$ cat config.mk
export PLATFORM = sky130hd
export DESIGN_NAME = alu_writeback
export DESIGN_NICKNAME = d
export VERILOG_FILES = /design/src/rtl/alu_writeback_pkg.sv /design/src/rtl/regfile_2r1w.sv /design/src/rtl/alu_writeback.sv
export SDC_FILE = /design/constraint.sdc
export NUM_CORES = 1
export LEC_CHECK = 0
export BUFFER_PORTS_ARGS = -buffer_cell sky130_fd_sc_hd__buf_2
export CORE_ASPECT_RATIO = 0.6
export CORE_MARGIN = 2
export CORE_UTILIZATION = 55
export CTS_CLUSTER_DIAMETER = 30
export CTS_CLUSTER_SIZE = 30
export DETAILED_ROUTE_END_ITERATION = 10
export PLACE_DENSITY = 0.75
export SLEW_MARGIN = 20
export SYNTH_ARGS = -nofsm -noshare
export SYNTH_HDL_FRONTEND = slang
export SYNTH_SLANG_ARGS = --single-unit
$ cat constraint.sdc
create_clock -name clk -period 2.36 [get_ports clk]
set_input_delay 0.472 -clock clk [delete_from_list [all_inputs] [get_ports clk]]
set_output_delay 0.472 -clock clk [all_outputs]
set_load 0.1 [all_outputs]
$ cat src/rtl/alu_writeback_pkg.sv
// Shared definitions for the ALU datapath slice: operation encodings and data width.
package alu_writeback_pkg;

  localparam int DW = 8;

  typedef enum logic [2:0] {
    OP_PASS_A   = 3'b000,
    OP_AND      = 3'b001,
    OP_OR       = 3'b010,
    OP_XOR      = 3'b011,
    OP_PASS_B   = 3'b100,
    OP_ADD      = 3'b101,
    OP_NOTA_ADD = 3'b110
  } alu_op_e;

endpackage

$ cat src/rtl/regfile_2r1w.sv
// NREG x DW register file: two combinational read ports, one synchronous write port.
module regfile_2r1w
  import alu_writeback_pkg::*;
#(
  parameter int NREG = 4,
  parameter int SELW = 2
) (
  input  logic            clk,
  input  logic            rst_n,
  input  logic            we,
  input  logic [SELW-1:0] wsel,
  input  logic [DW-1:0]   wdata,
  input  logic [SELW-1:0] ra_sel,
  input  logic [SELW-1:0] rb_sel,
  output logic [DW-1:0]   ra,
  output logic [DW-1:0]   rb
);

  logic [DW-1:0] mem [NREG];

  always_ff @(posedge clk or negedge rst_n) begin
    if (!rst_n) begin
      for (int i = 0; i < NREG; i++) mem[i] <= '0;
    end else if (we) begin
      mem[wsel] <= wdata;
    end
  end

  assign ra = mem[ra_sel];
  assign rb = mem[rb_sel];

endmodule

$ cat src/rtl/alu_writeback.sv
// One-entry writeback stage behind the ALU: commits results to the regfile and flags,
// bypasses the pending entry back to the ALU operands and carry_in, counts retired ops.
module alu_writeback
  import alu_writeback_pkg::*;
#(
  parameter int NREG = 4,
  parameter int SELW = 2,
  parameter int CNTW = 16
) (
  input  logic            clk,
  input  logic            rst_n,
  input  logic            alu_valid,
  input  logic [DW-1:0]   alu_out,
  input  logic            alu_carry,
  input  logic [SELW-1:0] wr_sel,
  input  logic            reg_we,
  input  logic            flag_we,
  input  logic            hold,
  output logic            accept,
  input  logic [SELW-1:0] rd_a_sel,
  input  logic [SELW-1:0] rd_b_sel,
  output logic [DW-1:0]   rd_a,
  output logic [DW-1:0]   rd_b,
  output logic            carry_q,
  output logic            zero_q,
  output logic [CNTW-1:0] retired
);

  logic            vld_p1;
  logic            rwe_p1;
  logic            fwe_p1;
  logic [SELW-1:0] sel_p1;
  logic [DW-1:0]   data_p1;
  logic            carry_p1;
  logic            zero_p1;

  logic            carry_r;
  logic            zero_r;
  logic            commit;
  logic [DW-1:0]   rf_a;
  logic [DW-1:0]   rf_b;

  assign accept = alu_valid & ~hold;
  assign commit = vld_p1 & ~hold;

  // p0 -> p1: capture the ALU result into the writeback stage
  always_ff @(posedge clk or negedge rst_n) begin
    if (!rst_n) begin
      vld_p1 <= 1'b0;
      rwe_p1 <= 1'b0;
      fwe_p1 <= 1'b0;
    end else if (!hold) begin
      vld_p1 <= alu_valid;
      rwe_p1 <= reg_we;
      fwe_p1 <= flag_we;
    end
  end

  always_ff @(posedge clk) begin
    if (accept) begin
      sel_p1   <= wr_sel;
      data_p1  <= alu_out;
      carry_p1 <= alu_carry;
      zero_p1  <= (alu_out == '0);
    end
  end

  // p1 -> architectural state: commit flags, counter and regfile write
  always_ff @(posedge clk or negedge rst_n) begin
    if (!rst_n) begin
      carry_r <= 1'b0;
      zero_r  <= 1'b0;
      retired <= '0;
    end else if (commit) begin
      retired <= retired + CNTW'(1);
      if (fwe_p1) begin
        carry_r <= carry_p1;
        zero_r  <= zero_p1;
      end
    end
  end

  regfile_2r1w #(
    .NREG (NREG),
    .SELW (SELW)
  ) u_regfile (
    .clk    (clk),
    .rst_n  (rst_n),
    .we     (commit & rwe_p1),
    .wsel   (sel_p1),
    .wdata  (data_p1),
    .ra_sel (rd_a_sel),
    .rb_sel (rd_b_sel),
    .ra     (rf_a),
    .rb     (rf_b)
  );

  // Bypass stays live during hold so stalled consumers see the pending result
  assign rd_a    = (vld_p1 && rwe_p1 && sel_p1 == rd_a_sel) ? data_p1 : rf_a;
  assign rd_b    = (vld_p1 && rwe_p1 && sel_p1 == rd_b_sel) ? data_p1 : rf_b;
  assign carry_q = (vld_p1 && fwe_p1) ? carry_p1 : carry_r;
  assign zero_q  = (vld_p1 && fwe_p1) ? zero_p1  : zero_r;

endmodule

==> metrics.md <==
| Metric | Value |
|---|---|
| Port bufs | 55 |
| Antenna viol nets, final | 0 |
| Most frequent cells in the layout | 52 x dfrtp_1, 39 x mux2_2, 38 x buf_2 |
| Clock Tree Buf Depth | 2 |
| # rows | 21 |
| Most common cell after layout, fill and taps aside | dfrtp_1 |
| H-tree Lvls | 3 |
| Critical path required time | 1.89 ns |
| Full die area | 0.00638 mm^2 |
| P_leak | 0.00189 uW |
| Skew final | 0.0141 ns |
| CTS Sinks | 65 |
| Chip Width | 102 um |
| Setup slack, reg-to-reg | 0.56 ns |
| CTS Buf Count | 9 |
| Layout overhead on the synthesized area | 33.1% |
| CP startpoint kind | flop |
| Worst-Margin Slew | 0.567 ns |
| Detailed Place HPWL | 4.75 mm |
| RSZ-0062 raised after global routing | true |
| Hold WC Path Type | in -> async |
| Layout cells sized above 1 | 59.9% |
| CTS tree | done |
| Seq cells post-synth | 65 |
| CP arrival | 1.92 ns |
| Die H | 62.7 um |
| Achievable Freq | 0.418 GHz |
| CTS clk-pin slew, worst paths | 0.07 ns |
| Post-synthesis net count | 223 |
| Rel. slew slack | 62.1% |
| Maximum number of pins on one net before global-route repair | 31 |
| Max Cap Violations | 0 |
| Slew Limit Fails | 0 |
| Most used DFF post-synth | dfrtp_1 |
| Initial DRC count | 104 |
| Post-synth EDFFs | 12 |
| CP Capture Type | output port |
| Ys Warns | 0 |
| GRT Total Usage | 25.0% |
| Status | finished, violations left |
| Pre-Repair DR Iteration Count | 4 |
| Filler cells | 364 |
| Wire length per cell | 19.0 um |
| Starting Density | 56.9% |
| Async SR Flop Fraction | 81.5% |
| Fin nets | 299 |
| Setup violators final | 16 |
| Post-synthesis cell type count | 31 |
| Final Hold Fails | 0 |
| GPL Wtd Cong | 0.847 |
| Clock latency on the worst-skew pair | 0.35 ns |
| Final WS setup | -0.0344 ns |
| Syn_area_per_cell | 15.7 um^2 |
| Initial antenna violation count | 0 |
| Residual DRC count | 0 |
| Final worst path period need | 2.39 ns |
| Vias in the first global route | 2135 |
| Cell taking the most area after synthesis | dfrtp_1 |
| Drt via density | 5.59 |
| I/O pin count | 56 |
| Final critical-path share of the clock period | 101% |
| Synth top area cells | dfrtp_1 42%, mux2_2 20%, edfxtp_1 11%, mux4_2 11%, xor2_1 2.8% |
| Failing checks | setup timing |
| Final core utilization | 75.7% |
| Sequential share of the synthesized area | 53.5% |
| Max IR drop VDD | 0.000724 V |
| Tot Pwr | 5190 uW |
| Root buffer cell | clkbuf_8 |
| Vias | 2023 |
| Final WL | 6.89 mm |
| Crit Path Category | reg -> out |
| CTS Hold Buffers Added | 0 |
| GRT overflow | 0 |
| Syn Inst Count | 201 |
| Power Density | 1240 mW/mm^2 |
| Crit-path max FO | 5 |
| First-pass GRT wire length | 11.5 mm |
| Core footprint | 0.00554 mm^2 |
| Synth Cell Area | 0.00315 mm^2 |
| Number of diodes | 0 |
| Post-synth top area share | 42.0% |
-- cell families after synthesis --
logic type	Yosys count	synth area share, %
DFF	65	53.5
and+or+nand+nor	36	8.09
buffers and inverters	8	1.43
adders and majority gates	1	0.397
muxes	71	31.1
xor gates and xnor gates	19	5.28
AOI/OAI and AO/OA	1	0.278
-- power breakdown --
part | total (uW) | internal [uW] | switching, uW
Clock | 1020 | 602 | 414
Combinational | 2550 | 953 | 1600
Sequential | 1630 | 1400 | 225
-- timing repair --
| item | CTS | global route |
|---|---|---|
| resized for setup | 82 | 1 |
| endpoints found under the hold margin | 0 | 0 |
| pin swaps | 4 | 1 |
| endpoints found under the setup margin | 16 | 16 |
| setup buffers | 1 | 1 |
-- synthesized netlist by cell type (2+ instances only) --
| cell type | instances |
|---|---|
| nor3_2 | 2 |
| nor2_1 | 2 |
| dfrtp_1 | 53 |
| nand2_1 | 7 |
| buf_2 | 3 |
| nor3_1 | 4 |
| and3_1 | 3 |
| nand4_1 | 3 |
| or4_1 | 2 |
| clkbuf_1 | 2 |
| edfxtp_1 | 12 |
| mux2_2 | 55 |
| nand3_1 | 3 |
| mux4_2 | 16 |
| xor2_1 | 10 |
| xnor2_1 | 9 |
-- per-layer routing --
| metal | global-route usage [%] | vias up | share of wire, % |
|---|---|---|---|
| met4 | 10.8 | 0 | 2.0 |
| li1 | - | 920 | - |
| met1 | 36.1 | 1039 | 46 |
| met3 | 6.15 | 16 | 5.1 |
| met2 | 36.2 | 48 | 46 |
| met5 | 0 | - | 0 |
-- cell type report --
cell class | count | area (um^2) | share of cell area [%]
multi-input combinational | 128 | 1490 | 35.4
inverter | 1 | 3.75 | 0.0894
clock inverter | 2 | 35.0 | 0.835
timing repair buffer | 72 | 703 | 16.8
sequential | 65 | 1690 | 40.2
clock buffer | 14 | 183 | 4.35
tap | 80 | 100 | 2.38
-- worst max-delay path, stage by stage (launching register included) --
cell and delay (ns):
edfxtp_1 0.48, xor2_1 0.22, nor3_2 0.19, buf_6 0.18, mux2_4 0.33, buf_12 0.17
-- state kept, by name, indices dropped and copies added (netlist names) --
| signal | cells |
|---|---|
| sel_p1 | 2 |
| data_p1 | 8 |
| carry_r | 1 |
| retired | 16 |
| carry_p1 | 1 |
| vld_p1 | 1 |
| u_regfile.mem | 32 |
| zero_r | 1 |
| zero_p1 | 1 |
| rwe_p1 | 1 |
| fwe_p1 | 1 |
-- through the flow --
| step | cell area [um^2] | hold WS (ns) | std cells | setup TNS [ns] | setup WS [ns] |
|---|---|---|---|---|---|
| 2_1_floorplan | 3160 | 0.176 | 201 | 0 | 0.00904 |
| 3_3_place_gp | 3660 | 0.458 | 344 | 0 | 0.0102 |
| 3_5_place_dp | 3660 | 0.463 | 344 | -0.00400 | -0.00400 |
| 4_1_cts | 4190 | 0.121 | 361 | -0.448 | -0.0448 |
| 5_1_grt | 4200 | 0.152 | 362 | -1.23 | -0.0890 |
| 6_report | 4200 | 0.111 | 362 | -0.381 | -0.0344 |
-- path summary, 6_finish.rpt --
path / to / cells past startpoint / from
setup / recovery: rd_b[2] / 5 / sel_p1[0]$_DFFE_PP_
hold / removal: u_regfile.mem[10]$_DFFE_PN0P_ / 1 / rst_n
setup reg to reg: u_regfile.mem[28]$_DFFE_PN0P_ / 4 / sel_p1[0]$_DFFE_PP_
hold reg to reg: retired[15]$_DFFE_PN0P_ / 1 / retired[15]$_DFFE_PN0P_
max in group asynchronous: u_regfile.mem[13]$_DFFE_PN0P_ / 2 / rst_n
min in group clk: sel_p1[0]$_DFFE_PP_ / 1 / wr_sel[0]
(Power assumes the default switching activity.)
